## config.mk

```make
export PLATFORM = sky130hd
export DESIGN_NAME = sfr_master
export DESIGN_NICKNAME = d
export VERILOG_FILES = /design/src/rtl/sfr_master.sv
export SDC_FILE = /design/constraint.sdc
export NUM_CORES = 1
export LEC_CHECK = 0
export ABC_AREA = 1
export CAP_MARGIN = 20
export CORE_UTILIZATION = 61
export CTS_CLUSTER_SIZE = 14
export DETAILED_ROUTE_END_ITERATION = 16
export PLACE_DENSITY_LB_ADDON = 0.3
export SLEW_MARGIN = 0
export SYNTH_ARGS = -nofsm -noshare
export SYNTH_HDL_FRONTEND = slang
export SYNTH_SLANG_ARGS = --single-unit
```

## constraint.sdc

```tcl
create_clock -name clk -period 5.45 [get_ports clk]
set_input_delay 0.8175 -clock clk [delete_from_list [all_inputs] [get_ports clk]]
set_output_delay 0.8175 -clock clk [all_outputs]
set_load 0.005 [all_outputs]
```

## src/rtl/sfr_master.sv

```systemverilog
// sfr_master: queued SFR bus initiator for write, read, read-modify-write and poll commands
module sfr_master #(
  parameter int FIFO_DEPTH = 4,
  parameter int POLL_MAX   = 1024,
  parameter int POLL_GAP   = 3
) (
  input  logic        clk,
  input  logic        nreset,
  input  logic        req_valid,
  output logic        req_ready,
  input  logic [1:0]  req_op,
  input  logic [7:0]  req_addr,
  input  logic [15:0] req_data,
  input  logic [15:0] req_mask,
  output logic        rsp_valid,
  input  logic        rsp_ready,
  output logic [15:0] rsp_data,
  output logic        rsp_err,
  output logic        sel,
  output logic [7:0]  addr,
  output logic        r,
  output logic [1:0]  w,
  output logic [15:0] dwrite,
  input  logic [15:0] sfr_data
);
  localparam int AW = $clog2(FIFO_DEPTH);
  localparam int CW = $clog2(POLL_MAX + 1);
  localparam int GW = POLL_GAP > 1 ? $clog2(POLL_GAP) : 1;
  localparam logic [1:0] OP_WR = 2'b00, OP_RD = 2'b01, OP_RMW = 2'b10, OP_POLL = 2'b11;
  typedef struct packed {
    logic [1:0]  op;
    logic [7:0]  addr;
    logic [15:0] data;
    logic [15:0] mask;
  } cmd_t;
  typedef enum logic [2:0] {IDLE, BUS, WRB, GAP, RESP} state_t;
  cmd_t          fifo [FIFO_DEPTH];
  cmd_t          cmd, head;
  state_t        state;
  logic [AW:0]   wp, rp;
  logic [CW-1:0] cnt;
  logic [GW-1:0] gcnt;
  logic          full, empty, push, pop, match, last;
  logic [15:0]   rmw_val;
  assign full      = (wp[AW] != rp[AW]) && (wp[AW-1:0] == rp[AW-1:0]);
  assign empty     = wp == rp;
  assign req_ready = !full;
  assign push      = req_valid && !full;
  assign pop       = state == IDLE && !empty;
  assign head      = fifo[rp[AW-1:0]];
  assign rmw_val   = (sfr_data & ~cmd.mask) | (cmd.data & cmd.mask);
  assign match     = ((sfr_data ^ cmd.data) & cmd.mask) == 16'h0;
  assign last      = cnt == CW'(POLL_MAX - 1);
  always_ff @(posedge clk)
    if (push) fifo[wp[AW-1:0]] <= '{req_op, req_addr, req_data, req_mask};
  always_ff @(posedge clk or negedge nreset) begin
    if (!nreset) begin
      state     <= IDLE;
      wp        <= '0;
      rp        <= '0;
      cmd       <= '0;
      cnt       <= '0;
      gcnt      <= '0;
      sel       <= 1'b0;
      r         <= 1'b0;
      w         <= 2'b00;
      addr      <= 8'h00;
      dwrite    <= 16'h0;
      rsp_valid <= 1'b0;
      rsp_data  <= 16'h0;
      rsp_err   <= 1'b0;
    end else begin
      if (push) wp <= wp + 1'b1;
      sel    <= 1'b0;
      r      <= 1'b0;
      w      <= 2'b00;
      dwrite <= 16'h0;
      case (state)
        IDLE: if (pop) begin
          rp     <= rp + 1'b1;
          cmd    <= head;
          cnt    <= '0;
          sel    <= 1'b1;
          addr   <= head.addr;
          r      <= head.op != OP_WR;
          w      <= head.op == OP_WR ? head.mask[1:0] : 2'b00;
          dwrite <= head.op == OP_WR ? head.data : 16'h0;
          state  <= BUS;
        end
        BUS: case (cmd.op)
          OP_WR, OP_RD: begin
            rsp_data  <= cmd.op == OP_WR ? cmd.data : sfr_data;
            rsp_err   <= 1'b0;
            rsp_valid <= 1'b1;
            state     <= RESP;
          end
          OP_RMW: begin
            sel      <= 1'b1;
            w        <= 2'b11;
            dwrite   <= rmw_val;
            rsp_data <= rmw_val;
            state    <= WRB;
          end
          default: begin
            rsp_data <= sfr_data;
            cnt      <= cnt + 1'b1;
            if (match || last) begin
              rsp_err   <= !match;
              rsp_valid <= 1'b1;
              state     <= RESP;
            end else if (POLL_GAP == 0) begin
              sel <= 1'b1;
              r   <= 1'b1;
            end else begin
              gcnt  <= '0;
              state <= GAP;
            end
          end
        endcase
        WRB: begin
          rsp_err   <= 1'b0;
          rsp_valid <= 1'b1;
          state     <= RESP;
        end
        GAP: if (gcnt == GW'(POLL_GAP - 1)) begin
          sel   <= 1'b1;
          r     <= 1'b1;
          state <= BUS;
        end else gcnt <= gcnt + 1'b1;
        RESP: if (rsp_ready) begin
          rsp_valid <= 1'b0;
          state     <= IDLE;
        end
        default: state <= IDLE;
      endcase
    end
  end
endmodule

```

# Yosys cells after proc, flatten, opt, wreduce, memory -nomap -nowiden
# Memories as Yosys holds them, arrays and structs flattened.
# Cells that the tools add are included.
# Widths: inputs -> output; s select.
dict set report classes {
  eq_ne 19
  mux 38
  bitwise_logic 6
  n_addsub 4
  reduce_logical 24
}
# op count
set op_table {}
lappend op_table {{$mux 16} 4}
lappend op_table {{$pmux 16 s2} 2}
lappend op_table {{$and 16x16->16} 3}
lappend op_table {{$mux 11} 2}
lappend op_table {{$pmux 11 s2} 1}
lappend op_table {{$logic_not 16->1} 1}
lappend op_table {{$not 16->16} 1}
lappend op_table {{$or 16x16->16} 1}
lappend op_table {{$xor 16x16->16} 1}
lappend op_table {{$pmux 3 s5} 1}
lappend op_table {{$ne 2x2->1 const B} 7}
lappend op_table {{$mux 2} 6}
lappend op_table {{$mux 3} 4}
lappend op_table {{$add 11x1->11 const B} 1}
lappend op_table {{$eq 11x10->1 const B} 1}
lappend op_table {{$mux 1} 9}
lappend op_table {{$reduce_and 3->1} 3}
lappend op_table {{$pmux 1 s2} 4}
lappend op_table {{$pmux 2 s2} 2}
lappend op_table {{$reduce_and 4->1} 2}
lappend op_table {{$reduce_bool 2->1} 4}
lappend op_table {{$add 3x1->3 const B} 2}
lappend op_table {{$eq 3x2->1 const B} 2}
lappend op_table {{$pmux 1 s3} 2}
lappend op_table {{19 further kinds} 25}
dict set report word_totals {
  word_cells 108
  regBits 102
  ramBits 168
  output_inout_bits 47
  memories 1
}
# name depth word_bits read_ports rd_ports_with_merged_regs wr line_no
set memory_table {}
lappend memory_table {fifo 4 42 1 0 1 37} ;# cmd_t fifo [FIFO_DEPTH];

# Depth between registers and ports, before layout
dict set report logic_depth {
  word_depth 7
  ltp_mapped 13
  ltp_nobuf 13
}

# Worst setup path after synthesis
# OpenSTA, ideal clock, no wires.
dict set report synth_timing {
  path_type {input -> register}
  start {in req_valid}
  end {mem fifo[3][0] in the netlist's numbering, enable pin}
  path_buffers 0
  arrival_time_ps 2798
  path_slack_ps 2208
  cell_stages 2
  required_time_ps 5006
  cell_sequence {nand2_1 nor2_1}
}
dict set report synth_between {
  elab_chain_len 3
}
# item line_no
set synth_rtl {}
lappend synth_rtl {{start: declaration} 9} ;# input logic req_valid,
lappend synth_rtl {{$logic_and 1x1->1} 48} ;# assign push = req_valid && !full;
lappend synth_rtl {{$mux 1} 55} ;# if (push) fifo[wp[AW-1:0]] <= '{req_op, req_addr, req_data, req_mask};
lappend synth_rtl {{$mux 1 (implied by the code)} 55}
lappend synth_rtl {{end: declaration} 37}
# No other way between the ends.

# Worst setup path in the final report
dict set report layout_timing {
  start {reg rp[1]}
  end {out req_ready}
}
dict set report layout_between {
  elab_chain_len 3
}
# item line_no
set layout_rtl {}
lappend layout_rtl {{start: declaration} 40} ;# logic [AW:0] wp, rp;
lappend layout_rtl {{start signal: assignment} 80} ;# rp <= rp + 1'b1;
lappend layout_rtl {{$eq 2x2->1} 45} ;# assign full = (wp[AW] != rp[AW]) && (wp[AW-1:0] == rp[AW-1:0]);
lappend layout_rtl {{$logic_and 1x1->1} 45}
lappend layout_rtl {{$logic_not 1->1} 47} ;# assign req_ready = !full;
lappend layout_rtl {{end: declaration} 10} ;# output logic req_ready,
# No other way between the ends.

==> tab_implementation.tex <==
\begin{tabular}{lr}
\hline
Metric & Value \\
\hline
\multicolumn{2}{l}{\textbf{Outcome}} \\
\quad Outcome & finished clean \\
\multicolumn{2}{l}{\textbf{Yosys}} \\
\quad Flip-flop cell with the highest count after synthesis & sky130\_fd\_sc\_hd\_\_edfxtp\_1 \\
\quad Post-synth net total & 1062 \\
\quad Count of mapped cells out of synthesis & 993 \\
\quad Summed instance area of the synthesized netlist & 0.01102 mm\^{}2 \\
\quad Post-Synthesis Mean Instance Area & 11.10 um\^{}2 \\
\quad Post-synthesis register bit count & 270 \\
\quad Post-synth EDFFs & 168 \\
\quad Number of library cell types mapped by synthesis & 36 \\
\quad Post-synthesis sequential area ratio & 68.93\% \\
\quad Fraction of registers with async set/reset & 37.78\% \\
\quad Ys Warns & 0 \\
\multicolumn{2}{l}{\textbf{Clocking}} \\
\quad CTS root buffer & sky130\_fd\_sc\_hd\_\_clkbuf\_16 \\
\quad Clock tree from TritonCTS & done \\
\quad Register clock-pin slew on the reported worst setup and hold paths & 0.06 ns \\
\quad Clk buf depth & 3 \\
\quad \# Post-CTS Setup Buffers & 0 \\
\quad Cts-stage hold buffer count & 0 \\
\quad Sinks on Clock Net & 270 \\
\quad Cts bufs inserted & 27 \\
\quad Later-pin clock latency in the skew report & 0.54 ns \\
\quad Total number of H-tree levels & 1 \\
\quad \# resized after CTS & 0 \\
\multicolumn{2}{l}{\textbf{Power and ir drop}} \\
\quad Sequential Power Share & 40.6\% \\
\quad Comb pwr share & 36.4\% \\
\quad Net Switching & 2.947 mW \\
\quad Clk network pwr share & 23.1\% \\
\quad Leakage power of the design & 5.096 nW \\
\quad Sw Ratio & 37.63\% \\
\quad Worst-case vdd ir drop & 0.0003862 V \\
\quad Internal power & 4.884 mW \\
\quad Pwr Density & 596.6 mW/mm\^{}2 \\
\multicolumn{2}{l}{\textbf{Floorplanning}} \\
\quad Die Y-Extent & 136.4 um \\
\quad Num ports & 109 \\
\quad CORE AREA & 0.01748 mm\^{}2 \\
\quad Effective utilization at floorplan & 63.07\% \\
\quad Number of rows created at floorplan & 48 \\
\quad Die area & 0.01861 mm\^{}2 \\
\quad Die W & 136.4 um \\
\multicolumn{2}{l}{\textbf{Timing}} \\
\quad Hold WS & 0.4296 ns \\
\quad Worst-case headroom to the max-slew limit & 34.33\% \\
\quad Ratio of final minimum period to clock period & 59.28\% \\
\quad Final setup viols & 0 \\
\quad Maximum clock frequency & 309.5 MHz \\
\quad Final setup TNS & 0 ns \\
\quad Count of endpoints failing hold in the final timing report & 0 \\
\quad Final count of pins violating max slew & 0 \\
\quad Actual transition at the worst max-transition pin & 0.9850 ns \\
\quad Setup skew after layout & 0.02350 ns \\
\quad Setup repair after global routing missed its margin & no \\
\quad Time the final worst path needs with I/O delays and setup & 3.231 ns \\
\multicolumn{2}{l}{\textbf{Drt}} \\
\quad Number of nets with antenna violations after routing & 0 \\
\quad Max Used Layer & met4 \\
\quad Initial drt markers & 727 \\
\quad Wire length on met1 & 10.22 mm \\
\quad Detailed-route DRC error count & 0 \\
\quad First drt pass iteration count & 5 \\
\quad Sum of routed wire length over all layers & 25.58 mm \\
\quad Sum of met2 wire segment lengths after detailed routing & 12.57 mm \\
\quad DR WL met3 & 1.967 mm \\
\quad Total number of vias & 7989 \\
\quad Post-detailed-route via-to-cell ratio & 5.962 \\
\quad Detail-routed net length per standard cell & 19.09 um \\
\multicolumn{2}{l}{\textbf{Worst hold path}} \\
\quad Class of the tightest hold or removal check & in2async \\
\multicolumn{2}{l}{\textbf{Cells and area}} \\
\quad Fill cell instance count of the final layout & 1151 \\
\quad Number of diodes & 0 \\
\quad Number of nets in the layout & 1163 \\
\quad Area growth syn-to-layout & 19.09\% \\
\quad Share of final-layout standard cells stronger than drive strength 1 & 6.099\% \\
\multicolumn{2}{l}{\textbf{Global routing}} \\
\quad Pin count of the biggest net entering global routing & 87 \\
\quad Leftover overflow at the end of global routing & 0 \\
\quad Number of global-route vias before repair & 7664 \\
\quad Overall track demand over capacity in global routing & 28.55\% \\
\quad First-pass GRT wire length & 39.64 mm \\
\quad Number of antenna violations at the first check in global routing & 0 \\
\multicolumn{2}{l}{\textbf{Place}} \\
\quad Number of buffers inserted by port buffering & 108 \\
\quad Half-perimeter wire length after placement & 15.49 mm \\
\quad GPL Wtd Cong & 0.8666 \\
\multicolumn{2}{l}{\textbf{Critical path}} \\
\quad Arrival time worst endpoint & 2.41 ns \\
\quad Sort of element at the end of the critical path & primary output \\
\quad Worst R2R Setup Slack & 2.37 ns \\
\quad Number of cells traversed by the worst register-to-register path & 9 \\
\quad Element type at the critical path start & flop \\
\quad Highest net fanout along the worst path & 46 \\
\quad Worst path required time & 4.63 ns \\
\quad Worst reg2reg path endpoint & w[1]\$\_DFF\_PN0\_ \\
\quad Critical path class & reg2out \\
\quad Reg2Reg Launch Point & rp[1]\$\_DFFE\_PN0P\_ \\
\multicolumn{2}{l}{\textbf{Flow run}} \\
\quad Max Cap Violations & 0 \\
\hline
\end{tabular}
## per-layer routing
layer  GRT usage [%]  vias up
met4           10.12        0
met3           4.735       69
li1                -     3677
met1           38.16     3875
met2           47.49      368
met5               0        -
## sequential cells by signal (all words and copies together), names as in the netlist
register	cells
dwrite	16
rp	3
r	1
fifo	168
rsp_valid	1
state	3
gcnt	2
rsp_err	1
addr	8
sel	1
cmd	34
rsp_data	16
w	2
cnt	11
wp	3
## area by class of cell
cell class / instances / area, um^2 / share of cell area [%]
Clock buffer: 34 / 701.9 / 5.347
Clock inverter: 16 / 156.4 / 1.192
Inverter: 69 / 260.3 / 1.983
Multi-Input combinational cell: 607 / 2967 / 22.60
Sequential cell: 270 / 7599 / 57.89
Tap cell: 225 / 281.5 / 2.145
Timing Repair Buffer: 119 / 1161 / 8.846
## cells in the final DEF (no fill, tap or decap), types with 3 or more instances in the layout
cell type,instances
sky130_fd_sc_hd__edfxtp_1,168
sky130_fd_sc_hd__nand2_1,154
sky130_fd_sc_hd__nor2_1,148
sky130_fd_sc_hd__clkdlybuf4s50_1,107
sky130_fd_sc_hd__dfrtp_1,101
sky130_fd_sc_hd__o21ai_0,81
sky130_fd_sc_hd__a21oi_1,70
sky130_fd_sc_hd__inv_1,64
sky130_fd_sc_hd__nand3_1,27
sky130_fd_sc_hd__clkbuf_16,27
sky130_fd_sc_hd__a31oi_1,22
sky130_fd_sc_hd__a22oi_1,18
sky130_fd_sc_hd__o22ai_1,16
sky130_fd_sc_hd__a221oi_1,16
sky130_fd_sc_hd__buf_4,12
sky130_fd_sc_hd__o21ai_1,11
sky130_fd_sc_hd__clkinv_2,7
sky130_fd_sc_hd__ha_1,7
sky130_fd_sc_hd__clkbuf_1,7
sky130_fd_sc_hd__o211ai_1,5
sky130_fd_sc_hd__nor2_4,5
sky130_fd_sc_hd__clkinv_1,5
sky130_fd_sc_hd__inv_2,4
sky130_fd_sc_hd__xor2_1,4
sky130_fd_sc_hd__nor3_1,4
sky130_fd_sc_hd__nand2_2,3
sky130_fd_sc_hd__or2_2,3
sky130_fd_sc_hd__nand4_1,3
sky130_fd_sc_hd__bufinv_16,3
## cell families after synthesis
family                   count (synthesis)  share of synthesized area (%)
XOR/XNOR                                 6                         0.4768
AND/OR/NAND/NOR                        350                          12.62
adder cells (fa/ha/maj)                  7                         0.7946
buffers and inverters                  116                          4.427
flip-flops                             270                          68.93
AO/OA/AOI/OAI                          244                          12.75
## metrics by stage
step	utilization (%)	cell area [um^2]	cells	setup WS, ns	total power, mW
2_1_floorplan	-	11020	993	2.208	4.958
3_5_place_dp	70.20	12270	1290	2.367	6.007
6_report	75.11	13130	1340	2.219	7.831
4_1_cts	75.11	13130	1340	2.193	7.828
3_3_place_gp	70.20	12270	1290	2.381	5.887
5_1_grt	75.11	13130	1340	2.099	8.288
## synth_stat cells (all sizes together), types with 2 or more instances
cell	count	area share, %
edfxtp	168	46
nand2	157	5.4
nor2	153	5.3
dfrtp	102	23
o21ai	92	4.2
a21oi	71	3.3
inv	68	2.3
buf	31	1.5
nand3	27	1.2
a31oi	22	1.2
a22oi	18	1.2
a221oi	16	1.3
clkbuf	16	0.54
o22ai	16	0.91
ha	7	0.79
o211ai	5	0.34
nor3	4	0.18
xor2	4	0.32
nand4	3	0.17
or2	3	0.17
a32o	2	0.18
xnor2	2	0.16
## worst max-delay path by stage
stage / start / end / slack [ns]
floorplan: req_valid / fifo[3][0]$_DFFE_PP_ / 2.21
global placement: rp[1]$_DFFE_PN0P_ / fifo[3][20]$_DFFE_PP_ / 2.38
detailed placement: rp[1]$_DFFE_PN0P_ / fifo[3][20]$_DFFE_PP_ / 2.37
CTS: rp[1]$_DFFE_PN0P_ / req_ready / 2.19
global route: rp[1]$_DFFE_PN0P_ / req_ready / 2.10
finish: rp[1]$_DFFE_PN0P_ / req_ready / 2.22
## critical path, cell delays in order (launching register included)
cell,delay (ns)
sky130_fd_sc_hd__dfrtp_1,0.36
sky130_fd_sc_hd__clkinv_2,0.57
sky130_fd_sc_hd__nand2_1,0.26
sky130_fd_sc_hd__a21oi_2,0.09
sky130_fd_sc_hd__nand2_1,0.09
sky130_fd_sc_hd__clkdlybuf4s50_1,0.51
## power by group through the flow
stage                     registers [mW]  clock network [mW]  logic [mW]
after detailed placement            3.21                   0        2.80
after CTS                           3.18                1.82        2.83
after floorplan                     3.11                   0        1.84
after global placement              3.19                   0        2.70
after global routing                3.23                1.89        3.17
final                               3.18                1.81        2.85
Note: power is estimated with default switching activity, not from simulation.
